`src/rtl/mkio_pkg.sv`:
```
// Shared types and constants for the MKIO redundant-bus channel manager.
package mkio_pkg;

  typedef enum logic [1:0] {
    IDLE = 2'd0,
    RX   = 2'd1,
    TX   = 2'd2,
    TAIL = 2'd3
  } state_t;

  localparam logic CH_A = 1'b0;
  localparam logic CH_B = 1'b1;

  localparam int ACT_MIN_DEF  = 8;
  localparam int IDLE_CYC_DEF = 64;
  localparam int TAIL_CYC_DEF = 5;
  localparam int ERR_MAX_DEF  = 3;

endpackage

```
`src/rtl/mkio_channel_ctrl_if.sv`:
```
// Line-side, transmitter/receiver-side and status signals of the channel manager.
interface mkio_channel_ctrl_if;
  logic DI1A, DI0A, DI1B, DI0B;
  logic DI1, DI0;
  logic DO1, DO0;
  logic DO1A, DO0A, DO1B, DO0B;
  logic tx_busy, rx_done, parity_error, clear_fault;
  logic RX_STROB_A, RX_STROB_B, TX_INHIBIT_A, TX_INHIBIT_B;
  logic active_ch, fault_a, fault_b;

  modport slave (
    input  DI1A, DI0A, DI1B, DI0B, DO1, DO0, tx_busy, rx_done, parity_error, clear_fault,
    output DI1, DI0, DO1A, DO0A, DO1B, DO0B, RX_STROB_A, RX_STROB_B,
    output TX_INHIBIT_A, TX_INHIBIT_B, active_ch, fault_a, fault_b
  );

  modport master (
    output DI1A, DI0A, DI1B, DI0B, DO1, DO0, tx_busy, rx_done, parity_error, clear_fault,
    input  DI1, DI0, DO1A, DO0A, DO1B, DO0B, RX_STROB_A, RX_STROB_B,
    input  TX_INHIBIT_A, TX_INHIBIT_B, active_ch, fault_a, fault_b
  );
endinterface

```
`src/rtl/mkio_act_filter.sv`:
```
// Per-channel input path: 2-flop synchroniser, ACT_MIN-stage delay line and
// an activity detector that pulses once when a run of line activity reaches ACT_MIN.
module mkio_act_filter #(
  parameter int ACT_MIN = 8
) (
  input  logic clk,
  input  logic reset,
  input  logic din1,
  input  logic din0,
  output logic dly1,
  output logic dly0,
  output logic line_hi,
  output logic act
);

  localparam int CW = $clog2(ACT_MIN + 1);

  logic [1:0]    sync1_r;
  logic [1:0]    sync2_r;
  logic [1:0]    dly_r [ACT_MIN];
  logic [CW-1:0] run_r;

  // synchroniser, delay line and run-length counter
  always_ff @(posedge clk) begin
    if (reset) begin
      sync1_r <= 2'b00;
      sync2_r <= 2'b00;
      for (int i = 0; i < ACT_MIN; i++) dly_r[i] <= 2'b00;
      run_r   <= CW'(0);
    end else begin
      sync1_r  <= {din1, din0};
      sync2_r  <= sync1_r;
      dly_r[0] <= sync2_r;
      for (int i = 1; i < ACT_MIN; i++) dly_r[i] <= dly_r[i-1];
      if (!(|sync2_r)) begin
        run_r <= CW'(0);
      end else if (run_r != CW'(ACT_MIN)) begin
        run_r <= run_r + CW'(1);
      end else begin
        run_r <= run_r;
      end
    end
  end

  // Single pulse on the cycle the run reaches ACT_MIN, so a continuing word
  // cannot re-supersede the lock every cycle.
  assign act     = (|sync2_r) && (run_r == CW'(ACT_MIN - 1));
  assign line_hi = |sync2_r;
  assign dly1    = dly_r[ACT_MIN-1][1];
  assign dly0    = dly_r[ACT_MIN-1][0];

endmodule

```
`src/rtl/mkio_channel_ctrl.sv`:
```
// Redundant A/B bus channel manager: locks the receiver onto one channel,
// routes transmitter output to the locked channel and retires noisy channels.
module mkio_channel_ctrl
  import mkio_pkg::*;
#(
  parameter int ACT_MIN  = ACT_MIN_DEF,
  parameter int IDLE_CYC = IDLE_CYC_DEF,
  parameter int TAIL_CYC = TAIL_CYC_DEF,
  parameter int ERR_MAX  = ERR_MAX_DEF
) (
  input logic          clk,
  input logic          reset,
  mkio_channel_ctrl_if.slave bus
);

  localparam int IDLE_W = $clog2(IDLE_CYC + 1);
  localparam int TAIL_W = $clog2(TAIL_CYC + 1);
  localparam int ERR_W  = $clog2(ERR_MAX + 1);

  logic dly1_a_s, dly0_a_s, hi_a_s, act_a_s;
  logic dly1_b_s, dly0_b_s, hi_b_s, act_b_s;

  state_t state_r, state_nxt_s;
  logic   active_r, active_nxt_s, idle_clr_s;
  logic [IDLE_W-1:0] idle_cnt_r;
  logic [TAIL_W-1:0] tail_cnt_r;
  logic [ERR_W-1:0]  err_a_r, err_b_r;
  logic fault_a_r, fault_b_r;
  logic di1_r, di0_r, do1a_r, do0a_r, do1b_r, do0b_r;
  logic strob_a_r, strob_b_r, inh_a_r, inh_b_r;

  mkio_act_filter #(.ACT_MIN(ACT_MIN)) u_filt_a (
    .clk(clk), .reset(reset), .din1(bus.DI1A), .din0(bus.DI0A),
    .dly1(dly1_a_s), .dly0(dly0_a_s), .line_hi(hi_a_s), .act(act_a_s)
  );

  mkio_act_filter #(.ACT_MIN(ACT_MIN)) u_filt_b (
    .clk(clk), .reset(reset), .din1(bus.DI1B), .din0(bus.DI0B),
    .dly1(dly1_b_s), .dly0(dly0_b_s), .line_hi(hi_b_s), .act(act_b_s)
  );

  function automatic logic [ERR_W-1:0] sat_inc(input logic [ERR_W-1:0] v);
    return (v == ERR_W'(ERR_MAX)) ? v : v + ERR_W'(1);
  endfunction

  logic ok_a_s, ok_b_s, other_ok_s, locked_fault_s, locked_hi_s, both_fault_s, txing_s;
  assign ok_a_s         = act_a_s & ~fault_a_r;
  assign ok_b_s         = act_b_s & ~fault_b_r;
  assign other_ok_s     = (active_r == CH_A) ? ok_b_s : ok_a_s;
  assign locked_fault_s = (active_r == CH_A) ? fault_a_r : fault_b_r;
  assign locked_hi_s    = (active_r == CH_A) ? hi_a_s : hi_b_s;
  assign both_fault_s   = fault_a_r & fault_b_r;
  assign txing_s        = (state_r == TX) || (state_r == TAIL);

  // next-state and lock selection
  always_comb begin
    state_nxt_s  = state_r;
    active_nxt_s = active_r;
    idle_clr_s   = 1'b0;
    case (state_r)
      IDLE: begin
        if (both_fault_s) begin
          state_nxt_s = IDLE;
        end else if (bus.tx_busy) begin
          state_nxt_s = TX;
        end else if (ok_a_s) begin
          state_nxt_s  = RX;
          active_nxt_s = CH_A;
          idle_clr_s   = 1'b1;
        end else if (ok_b_s) begin
          state_nxt_s  = RX;
          active_nxt_s = CH_B;
          idle_clr_s   = 1'b1;
        end else begin
          state_nxt_s = IDLE;
        end
      end
      RX: begin
        if (bus.tx_busy) begin
          state_nxt_s = TX;
        end else if (other_ok_s) begin
          active_nxt_s = ~active_r;
          idle_clr_s   = 1'b1;
        end else if (locked_fault_s || (idle_cnt_r == IDLE_W'(IDLE_CYC))) begin
          state_nxt_s = IDLE;
        end else begin
          state_nxt_s = RX;
        end
      end
      TX: begin
        if (bus.tx_busy) state_nxt_s = TX;
        else             state_nxt_s = TAIL;
      end
      TAIL: begin
        if (bus.tx_busy) begin
          state_nxt_s = TX;
        end else if (tail_cnt_r == TAIL_W'(TAIL_CYC - 1)) begin
          if (locked_fault_s) begin
            state_nxt_s = IDLE;
          end else begin
            state_nxt_s = RX;
            idle_clr_s  = 1'b1;
          end
        end else begin
          state_nxt_s = TAIL;
        end
      end
      default: state_nxt_s = IDLE;
    endcase
  end

  // state register, idle and tail counters
  always_ff @(posedge clk) begin
    if (reset) begin
      state_r    <= IDLE;
      active_r   <= CH_A;
      idle_cnt_r <= IDLE_W'(0);
      tail_cnt_r <= TAIL_W'(0);
    end else begin
      state_r  <= state_nxt_s;
      active_r <= active_nxt_s;
      if (idle_clr_s || (state_r != RX) || locked_hi_s) idle_cnt_r <= IDLE_W'(0);
      else if (idle_cnt_r != IDLE_W'(IDLE_CYC))         idle_cnt_r <= idle_cnt_r + IDLE_W'(1);
      else                                              idle_cnt_r <= idle_cnt_r;
      tail_cnt_r <= (state_r == TAIL) ? tail_cnt_r + TAIL_W'(1) : TAIL_W'(0);
    end
  end

  // parity-error counting and channel retirement; clear_fault wins over a same-cycle error
  always_ff @(posedge clk) begin
    if (reset || bus.clear_fault) begin
      err_a_r   <= ERR_W'(0);
      err_b_r   <= ERR_W'(0);
      fault_a_r <= 1'b0;
      fault_b_r <= 1'b0;
    end else begin
      if (bus.rx_done && (state_r == RX) && (active_r == CH_A))
        err_a_r <= bus.parity_error ? sat_inc(err_a_r) : ERR_W'(0);
      if (bus.rx_done && (state_r == RX) && (active_r == CH_B))
        err_b_r <= bus.parity_error ? sat_inc(err_b_r) : ERR_W'(0);
      if (err_a_r == ERR_W'(ERR_MAX)) fault_a_r <= 1'b1;
      if (err_b_r == ERR_W'(ERR_MAX)) fault_b_r <= 1'b1;
    end
  end

  // registered line/receiver outputs
  always_ff @(posedge clk) begin
    if (reset) begin
      {di1_r, di0_r}                  <= 2'b00;
      {do1a_r, do0a_r, do1b_r, do0b_r} <= 4'b0000;
      {strob_a_r, strob_b_r}          <= 2'b11;
      {inh_a_r, inh_b_r}              <= 2'b11;
    end else begin
      di1_r     <= (state_r == RX) ? ((active_r == CH_B) ? dly1_b_s : dly1_a_s) : 1'b0;
      di0_r     <= (state_r == RX) ? ((active_r == CH_B) ? dly0_b_s : dly0_a_s) : 1'b0;
      do1a_r    <= (txing_s && (active_r == CH_A)) ? bus.DO1 : 1'b0;
      do0a_r    <= (txing_s && (active_r == CH_A)) ? bus.DO0 : 1'b0;
      do1b_r    <= (txing_s && (active_r == CH_B)) ? bus.DO1 : 1'b0;
      do0b_r    <= (txing_s && (active_r == CH_B)) ? bus.DO0 : 1'b0;
      inh_a_r   <= ~(txing_s && (active_r == CH_A));
      inh_b_r   <= ~(txing_s && (active_r == CH_B));
      strob_a_r <= ~txing_s & ~fault_a_r;
      strob_b_r <= ~txing_s & ~fault_b_r;
    end
  end

  assign bus.DI1          = di1_r;
  assign bus.DI0          = di0_r;
  assign bus.DO1A         = do1a_r;
  assign bus.DO0A         = do0a_r;
  assign bus.DO1B         = do1b_r;
  assign bus.DO0B         = do0b_r;
  assign bus.RX_STROB_A   = strob_a_r;
  assign bus.RX_STROB_B   = strob_b_r;
  assign bus.TX_INHIBIT_A = inh_a_r;
  assign bus.TX_INHIBIT_B = inh_b_r;
  assign bus.active_ch    = active_r;
  assign bus.fault_a      = fault_a_r;
  assign bus.fault_b      = fault_b_r;

endmodule

```
`src/flat_wrapper.sv`:
```
// flat-port wrapper written by rule: the top's interface ports become plain ports
module mkio_channel_ctrl_flat import mkio_pkg::*;
#(
  parameter int ACT_MIN  = ACT_MIN_DEF,
  parameter int IDLE_CYC = IDLE_CYC_DEF,
  parameter int TAIL_CYC = TAIL_CYC_DEF,
  parameter int ERR_MAX  = ERR_MAX_DEF
)
  (clk, reset, bus_DI1A, bus_DI0A, bus_DI1B, bus_DI0B, bus_DO1, bus_DO0, bus_tx_busy, bus_rx_done, bus_parity_error, bus_clear_fault, bus_DI1, bus_DI0, bus_DO1A, bus_DO0A, bus_DO1B, bus_DO0B, bus_RX_STROB_A, bus_RX_STROB_B, bus_TX_INHIBIT_A, bus_TX_INHIBIT_B, bus_active_ch, bus_fault_a, bus_fault_b);
  mkio_channel_ctrl_if bus_i ();
  input logic clk;
  input logic reset;
  input wire logic [$bits(bus_i.DI1A)-1:0] bus_DI1A;
  input wire logic [$bits(bus_i.DI0A)-1:0] bus_DI0A;
  input wire logic [$bits(bus_i.DI1B)-1:0] bus_DI1B;
  input wire logic [$bits(bus_i.DI0B)-1:0] bus_DI0B;
  input wire logic [$bits(bus_i.DO1)-1:0] bus_DO1;
  input wire logic [$bits(bus_i.DO0)-1:0] bus_DO0;
  input wire logic [$bits(bus_i.tx_busy)-1:0] bus_tx_busy;
  input wire logic [$bits(bus_i.rx_done)-1:0] bus_rx_done;
  input wire logic [$bits(bus_i.parity_error)-1:0] bus_parity_error;
  input wire logic [$bits(bus_i.clear_fault)-1:0] bus_clear_fault;
  output wire logic [$bits(bus_i.DI1)-1:0] bus_DI1;
  output wire logic [$bits(bus_i.DI0)-1:0] bus_DI0;
  output wire logic [$bits(bus_i.DO1A)-1:0] bus_DO1A;
  output wire logic [$bits(bus_i.DO0A)-1:0] bus_DO0A;
  output wire logic [$bits(bus_i.DO1B)-1:0] bus_DO1B;
  output wire logic [$bits(bus_i.DO0B)-1:0] bus_DO0B;
  output wire logic [$bits(bus_i.RX_STROB_A)-1:0] bus_RX_STROB_A;
  output wire logic [$bits(bus_i.RX_STROB_B)-1:0] bus_RX_STROB_B;
  output wire logic [$bits(bus_i.TX_INHIBIT_A)-1:0] bus_TX_INHIBIT_A;
  output wire logic [$bits(bus_i.TX_INHIBIT_B)-1:0] bus_TX_INHIBIT_B;
  output wire logic [$bits(bus_i.active_ch)-1:0] bus_active_ch;
  output wire logic [$bits(bus_i.fault_a)-1:0] bus_fault_a;
  output wire logic [$bits(bus_i.fault_b)-1:0] bus_fault_b;
  assign bus_i.DI1A = bus_DI1A;
  assign bus_i.DI0A = bus_DI0A;
  assign bus_i.DI1B = bus_DI1B;
  assign bus_i.DI0B = bus_DI0B;
  assign bus_i.DO1 = bus_DO1;
  assign bus_i.DO0 = bus_DO0;
  assign bus_i.tx_busy = bus_tx_busy;
  assign bus_i.rx_done = bus_rx_done;
  assign bus_i.parity_error = bus_parity_error;
  assign bus_i.clear_fault = bus_clear_fault;
  assign bus_DI1 = bus_i.DI1;
  assign bus_DI0 = bus_i.DI0;
  assign bus_DO1A = bus_i.DO1A;
  assign bus_DO0A = bus_i.DO0A;
  assign bus_DO1B = bus_i.DO1B;
  assign bus_DO0B = bus_i.DO0B;
  assign bus_RX_STROB_A = bus_i.RX_STROB_A;
  assign bus_RX_STROB_B = bus_i.RX_STROB_B;
  assign bus_TX_INHIBIT_A = bus_i.TX_INHIBIT_A;
  assign bus_TX_INHIBIT_B = bus_i.TX_INHIBIT_B;
  assign bus_active_ch = bus_i.active_ch;
  assign bus_fault_a = bus_i.fault_a;
  assign bus_fault_b = bus_i.fault_b;
  mkio_channel_ctrl #(.ACT_MIN(ACT_MIN), .IDLE_CYC(IDLE_CYC), .TAIL_CYC(TAIL_CYC), .ERR_MAX(ERR_MAX)) u_core (.clk(clk), .reset(reset), .bus(bus_i));
endmodule
```
`config.mk`:
```
export PLATFORM = sky130hd
export DESIGN_NAME = mkio_channel_ctrl_flat
export DESIGN_NICKNAME = d
export VERILOG_FILES = /design/src/rtl/mkio_pkg.sv /design/src/rtl/mkio_channel_ctrl_if.sv /design/src/rtl/mkio_act_filter.sv /design/src/rtl/mkio_channel_ctrl.sv /design/src/flat_wrapper.sv
export SDC_FILE = /design/constraint.sdc
export NUM_CORES = 1
export LEC_CHECK = 0
export ABC_AREA = 1
export BUFFER_PORTS_ARGS = -buffer_cell sky130_fd_sc_hd__buf_2
export CAP_MARGIN = 20
export CORE_ASPECT_RATIO = 0.7
export CORE_MARGIN = 3
export CORE_UTILIZATION = 32
export CTS_BUF_LIST = sky130_fd_sc_hd__clkbuf_4 sky130_fd_sc_hd__clkbuf_8
export DETAILED_ROUTE_END_ITERATION = 10
export SLEW_MARGIN = 20
export SYNTH_ARGS = -nofsm -noshare
export SYNTH_HDL_FRONTEND = slang
export SYNTH_SLANG_ARGS = --single-unit
```
`constraint.sdc`:
```
create_clock -name clk -period 2.2 [get_ports clk]
set_input_delay 0.22 -clock clk [delete_from_list [all_inputs] [get_ports clk]]
set_output_delay 0.22 -clock clk [all_outputs]
set_load 0.01 [all_outputs]
```
==> summary.md, run 1 <==
| Metric | Value |
|---|---|
| Outcome | `completed` |
| Post-Layout Cell Count | `roughly 500` |
| Most common cell after layout, fill and taps aside | `dfxtp_1` |
| CTS Root Cell | `clkbuf_8` |
| IO Pins | `25` |
| Cells after Synth | `~340` |
| # placed instances | `approximately 470` |
| Drc violations | `0` |
| Hold_ws | `0.0774 ns` |
| Slew @ Worst Pin | `roughly 0.46 ns` |
| Area of placed instances | `0.00302 mm2` |
| First-pass GRT wire length | `around 7.5 mm` |
| P&R area growth vs syn | `15.2%` |
| Synth Register Bits | `77` |
| Top_reg_cell synth | `dfxtp_1` |
| Max-Cap Viols | `0` |
| Critical R2R Launch | `u_core.bus.active_ch$_SDFFE_PP0P_` |
| Critical path launch point type | `flip-flop` |
| Synth unique cells | `28` |
| First DRT Iteration DRCs | `102` |
| Drt via density | `4.07` |
| Clk_skew | `around 0.0077 ns` |
| Inserted Clock Buffers | `9` |
| Initial DRT Pass Iterations | `4` |
| Final Critical Period | `1.40 ns` |
| Fin nets | `a little under 400` |
| CTS Buffer Depth | `2` |
| Hold path endpoint | `u_core.u_filt_a.sync1_r[1]$_SDFF_PP0_` |
| H-tree level count | `3` |
| Yosys warns | `0` |
| WS Path Type | `flip-flop to flip-flop` |
| Worst-Skew Late Latency | `0.34 ns` |
| Hold Path Cell Cnt | `3` |
| VDD IR max | `0.397 mV` |
| Leakage Power | `between 1 and 1.5 nW` |
| Crit share post-route | `between 60% and 70%` |
| Fmax | `about 720 MHz` |
| Initial antenna violation count | `0` |
| Antenna Violating Nets Remaining | `0` |
| Final worst-path setup slack | `about 0.80 ns` |
| PD cells | `776 mW/mm2` |
| Detailed Place HPWL | `roughly 3.2 mm` |
| Design Power | `about 2.5 mW` |
| Initial core utilization | `between 30% and 40%` |
| R2R Path End | `u_core.idle_cnt_r[1]$_SDFFE_PP0N_` |
| Crit path max fanout | `11` |
| RSZ-0062 raised after global routing | `no` |
| Final WL | `between 4 and 5 mm` |
| Worst Setup End Kind | `flip-flop` |
| Fillers | `~840` |
| Largest net degree at the start of global routing | `41` |
| Required time at the worst-slack endpoint | `between 2 and 2.5 ns` |
| Most frequent cells in the layout | `dfxtp_1 (77), nor2_1 (74), inv_1 (66)` |
| Post-CTS Setup Inserts | `0` |
| Vias in the first global route | `between 1500 and 2000` |
| # diodes | `0` |
| HP Start | `bus_DI1A` |
| PostCTS Resize Cnt | `0` |
| Core Area | `between 0.008 and 0.009 mm2` |
| Layout cells sized above 1 | `14.3%` |
| Total Neg Setup Slack | `0 ns` |
| Register area | `~0.0015 mm2` |
| Setup slack, reg-to-reg | `between 0.8 and 0.9 ns` |
| Die footprint | `roughly 0.0099 mm2` |
| CTS clock-pin slew for the worst setup and hold paths | `0.07 ns` |
| Final setup vio count | `0` |
| Slew Limit Headroom | `between 60% and 70%` |
| Final Core Density | `39.3%` |
| Final GP Congestion | `0.802` |
| DIE WIDTH | `between 100 and 150 um` |
| Multi-input gate area | `approximately 950 um2` |
| GRT Total Usage | `under 10%` |
| Final hold violation count | `0` |
| DR WL/cell | `9.21 um` |
| Min-delay worst type | `input port to flip-flop` |
| Arrival time worst endpoint | `about 1.7 ns` |
| Synth Area per Inst | `a little over 8 um2` |
| CTS tree | `built` |
| Max Transition Viols Final | `0` |
| Worst reg2reg path depth | `6` |
| Post-Syn Area | `0.00278 mm2` |
| Clk sinks | `77` |
| Cts-stage hold buffer count | `0` |
| Via count | `between 1500 and 2000` |
| Worst slack, placed | `0.821 ns` |
| Global route overflow | `0` |
| Syn_nets | `359` |
| Port Buffer Count | `24` |
| EDFF count, synth | `0` |
| Post-synthesis sequential area ratio | `55.4%` |
| Site Rows | `27` |
| Ys async rst share | `0%` |
| Die Y | `roughly 84 um` |
| Final instance area | `0.00320 mm2` |
-- final cells by class --
type / instances / area share (%)
sequential: 77 / 48.1
multi-input combinational: 185 / 29.6
inverter: 68 / 7.97
clock buffer: 11 / 4.73
tap: 116 / 4.53
timing repair buffer: 25 / 3.98
clock inverter: 5 / 1.09
-- cell usage after synthesis, types with 3 or more instances --
master | count | area, um2
dfxtp_1 | 77 | 1540
nor2_1 | 74 | 278
inv_1 | 66 | 248
nand2_1 | 39 | 146
a21oi_1 | 13 | 65.1
nand3_1 | 13 | 65.1
ha_1 | 10 | 125
o21ai_0 | 6 | 30.0
a211oi_1 | 4 | 30.0
buf_1 | 4 | 15.0
nand4_1 | 4 | 25.0
a21oi_2 | 3 | 26.3
xor2_1 | 3 | 26.3
-- sequential cells by signal, summed over array words and instances (netlist names), 2 cells and up --
| signal | cells |
|---|---|
| u_core.u_filt_a.dly_r | 16 |
| u_core.u_filt_a.run_r | 4 |
| u_core.err_a_r | 2 |
| u_core.err_b_r | 2 |
| u_core.u_filt_b.run_r | 4 |
| u_core.state_r | 2 |
| u_core.u_filt_a.sync2_r | 2 |
| u_core.tail_cnt_r | 3 |
| u_core.idle_cnt_r | 7 |
| u_core.u_filt_b.sync1_r | 2 |
| u_core.u_filt_a.sync1_r | 2 |
| u_core.u_filt_b.dly_r | 16 |
| u_core.u_filt_b.sync2_r | 2 |
-- report_power, final --
group | leakage [nW] | switching, mW | total, mW | internal [mW]
Sequential | 0.624 | 0.0149 | 1.43 | 1.42
Clock | 0.0953 | 0.490 | 0.960 | 0.470
Combinational | 0.623 | 0.0630 | 0.0962 | 0.0333
Total | 1.34 | 0.567 | 2.49 | 1.92
-- metal layers --
metal / global-route usage (%) / part of all wire [%] / vias to the layer above
met5: 0 / 0 / -
met4: 4.47 / 1.4 / 0
met3: 4.81 / 7.7 / 7
met2: 13.5 / 40 / 45
met1: 12.4 / 51 / 858
li1: - / - / 1073
-- critical path, cell delays in order, from the launching register on --
cell and delay [ns]:
dfxtp_1 0.61, inv_2 0.14, nand4_1 0.15, nand2_1 0.08
nand2_1 0.10, nand3_4 0.12, a21oi_2 0.12
-- logic make-up (layout without fill, tap and decap cells) --
logic type / Yosys count / in the layout / synth area share, %
fa+ha+maj: 10 / 10 / 4.50
compound gates: 27 / 27 / 5.72
xor+xnor: 5 / 5 / 1.58
buf+inv: 75 / 109 / 10.5
simple gates: 143 / 143 / 22.3
flops: 77 / 77 / 55.4
-- worst max-delay path by stage --
stage                                          start                           endpoint  slack (ns)  cells after the start
2_1_floorplan  u_core.u_filt_a.run_r[0]$_SDFFE_PP0P_  u_core.bus.active_ch$_SDFFE_PP0P_        1.04                     10
3_3_place_gp       u_core.bus.active_ch$_SDFFE_PP0P_  u_core.idle_cnt_r[2]$_SDFFE_PP0N_        0.86                      6
3_5_place_dp       u_core.bus.active_ch$_SDFFE_PP0P_  u_core.idle_cnt_r[1]$_SDFFE_PP0N_        0.82                      6
4_1_cts            u_core.bus.active_ch$_SDFFE_PP0P_                      bus_active_ch        0.79                      1
5_1_grt            u_core.bus.active_ch$_SDFFE_PP0P_  u_core.idle_cnt_r[6]$_SDFFE_PP0N_        0.63                      6
6_report           u_core.bus.active_ch$_SDFFE_PP0P_  u_core.idle_cnt_r[1]$_SDFFE_PP0N_        0.80                      6
No activity file was read; power rests on OpenSTA's default activity.
==> inputs of run 2 (changes only) <==
Clock period 2.2 ns to 1.25 ns, I/O delays scaled along.
==> run 2 against run 1 <==
  * Final cell count grew 2.1%
  * Hold slack lost 0.040 ns
  * Die area is the same
  * First-iteration DRC count shrank 2.9%
  * Sequential power grew 76%
  * Register-to-register slack lost 0.78 ns
  * Setup slack lost 0.78 ns
  * Total power grew 84%
  * Non-clock buffer count grew 10
  * Design area grew 7.0%
  * Core utilization grew 2.8 points
  * Combinational power grew 110%
  * Largest power group unchanged
==> summary.md, run 2 (synthesized netlist as in run 1, its figures left out) <==
| Metric | Value |
|---|---|
| First DRT Iteration DRCs | `between 90 and 100` |
| Layout cells sized above 1 | `around 23%` |
| Final Critical Period | `1.23 ns` |
| Net Sw Frac | `between 20 and 25%` |
| Total Neg Setup Slack | `0 ns` |
| Worst-Skew Late Latency | `roughly 0.35 ns` |
| Final instance area | `around 0.0034 mm2` |
| CTS Buffer Depth | `2` |
| Clock Power Share | `40.8%` |
| Outcome | `completed` |
| Largest net degree at the start of global routing | `between 40 and 50` |
| CTS Root Cell | `clkbuf_8` |
| Net switching power of the design | `1.02 mW` |
| Drc violations | `0` |
| Port Buffer Count | `24` |
| # diodes | `0` |
| RSZ-0062 raised after global routing | `yes` |
| PD cells | `about 1300 mW/mm2` |
| Largest regs | `u_core.u_filt_a.dly_r (16), u_core.u_filt_b.dly_r (16), u_core.idle_cnt_r (7)` |
| Initial core utilization | `34.1%` |
| Internal Power | `3.57 mW` |
| Leakage Power | `approximately 1.4 nW` |
| Crit path max fanout | `7` |
| Clk_skew | `around 0.0056 ns` |
| Fmax | `between 800 and 900 MHz` |
| Arrival time worst endpoint | `approximately 1.5 ns` |
| CTS tree | `built` |
| Slew @ Worst Pin | `around 0.37 ns` |
| Core Area | `just over 0.008 mm2` |
| Required time at the worst-slack endpoint | `roughly 1.5 ns` |
| Drt via density | `4.09` |
| Vias in the first global route | `1837` |
| Max Transition Viols Final | `0` |
| Worst Setup End Kind | `flip-flop` |
| Crit share post-route | `between 90% and 100%` |
| DIE WIDTH | `~120 um` |
| Final GP Congestion | `between 0.7 and 0.8` |
| Initial antenna violation count | `0` |
| # placed instances | `~470` |
| Die footprint | `0.00986 mm2` |
| Most common cell after layout, fill and taps aside | `nor2_1` |
| Final WL | `4.66 mm` |
| Most frequent cells in the layout | `nor2_1 (69), dfxtp_1 (68), inv_1 (62)` |
| DR WL/cell | `9.38 um` |
| Post-Layout Cell Count | `497` |
| Area of placed instances | `0.00304 mm2` |
| First-pass GRT wire length | `7.93 mm` |
| H-tree level count | `3` |
| Via count | `roughly 2000` |
| P&R area growth vs syn | `23.3%` |
| Fin nets | `slightly below 400` |
| Min-delay worst type | `input port to flip-flop` |
| VDD IR max | `0.676 mV` |
| Site Rows | `27` |
| WS Path Type | `flip-flop to flip-flop` |
| Seq pwr share | `a little over half` |
| Global route overflow | `0` |
| Final setup vio count | `0` |
| Critical path launch point type | `flip-flop` |
| Die Y | `84.0 um` |
| IO Pins | `25` |
| Final worst-path setup slack | `about 0.021 ns` |
| Final hold violation count | `0` |
| Logic pwr share | `~4.4%` |
| Inserted Clock Buffers | `9` |
| GRT Total Usage | `between 10% and 20%` |
| Fillers | `822` |
| Detailed Place HPWL | `roughly 3.2 mm` |
| Slew Limit Headroom | `roughly three quarters` |
| Max-Cap Viols | `0` |
| Clk sinks | `77` |
| CTS clock-pin slew for the worst setup and hold paths | `roughly 0.080 ns` |
| Antenna Violating Nets Remaining | `0` |
| Worst slack, placed | `-0.0432 ns` |
| Initial DRT Pass Iterations | `4` |
## run 2: cell types whose count changed in the layout (fill, tap and decap cells not counted), sizes merged
| cell | change |
|---|---|
| dlygate4sd3 | +6 |
| bufinv | +1 |
| inv | +1 |
| clkinv | -3 |
| clkinvlp | +1 |
| buf | +4 |
## run 2: final timing paths
path / from / endpoint / slack (ns) / depth (start not counted)
max: u_core.u_filt_b.run_r[0]$_SDFFE_PP0P_ / u_core.idle_cnt_r[3]$_SDFFE_PP0N_ / 0.02 / 8
min: reset / u_core.state_r[0]$_SDFFE_PP0P_ / 0.04 / 2
max reg2reg: u_core.u_filt_b.run_r[0]$_SDFFE_PP0P_ / u_core.idle_cnt_r[3]$_SDFFE_PP0N_ / 0.02 / 8
min reg2reg: u_core.u_filt_a.dly_r[0][7]$_SDFF_PP0_ / u_core.u_filt_a.dly_r[1][1]$_SDFF_PP0_ / 0.40 / 2
## run 2: cell type report
type                       instances  area, um2  area share [%]
clock buffer                      11        145            4.24
clock inverter                     5       58.8            1.72
inverter                          68        258            7.52
multi-input combinational        185       1040            30.2
sequential                        77       1560            45.6
tap                              116        145            4.24
timing repair buffer              35        221            6.46
## run 2: stage by stage
| stage | total power [mW] | hold slack [ns] | util, % |
|---|---|---|---|
| 6_report | 4.59 | 0.0378 | 42.1 |
| 5_1_grt | 4.82 | 0.0275 | 42.1 |
| 4_1_cts | 4.69 | 0.0218 | 40.7 |
| 3_5_place_dp | 2.75 | 0.335 | 37.3 |
| 3_3_place_gp | 2.75 | 0.327 | 37.3 |
| 2_1_floorplan | 2.69 | 0.232 | - |
## run 2: routing by layer
layer  global-route usage [%]  part of all wire [%]
met1                     11.8                    49
met2                     15.4                    42
met3                     5.56                   6.9
met4                     4.47                   1.6
met5                        0                     0
## run 2: critical path: stages, from the launching register on
cell	delay [ns]
dfxtp_2	0.37
ha_4	0.14
nand2_1	0.06
inv_2	0.08
nand4_1	0.11
nand2_1	0.12
nand2_2	0.07
nand3_4	0.12
nor2_1	0.05
## run 2: what timing repair did
action	4_1_cts	5_1_grt
pin swaps	1	5
setup buffers	0	1
setup endpoints to repair	9	15
hold buffers	6	0
hold endpoints to repair	7	0
resized for setup	8	32
## run 2: power by group through the flow
stage	Sequential (mW)	Combinational (mW)	Clock, mW
after floorplan	2.57	0.119	0
after global placement	2.57	0.181	0
after detailed placement	2.57	0.183	0
after CTS	2.51	0.200	1.97
after global routing	2.52	0.232	2.07
final	2.51	0.203	1.87
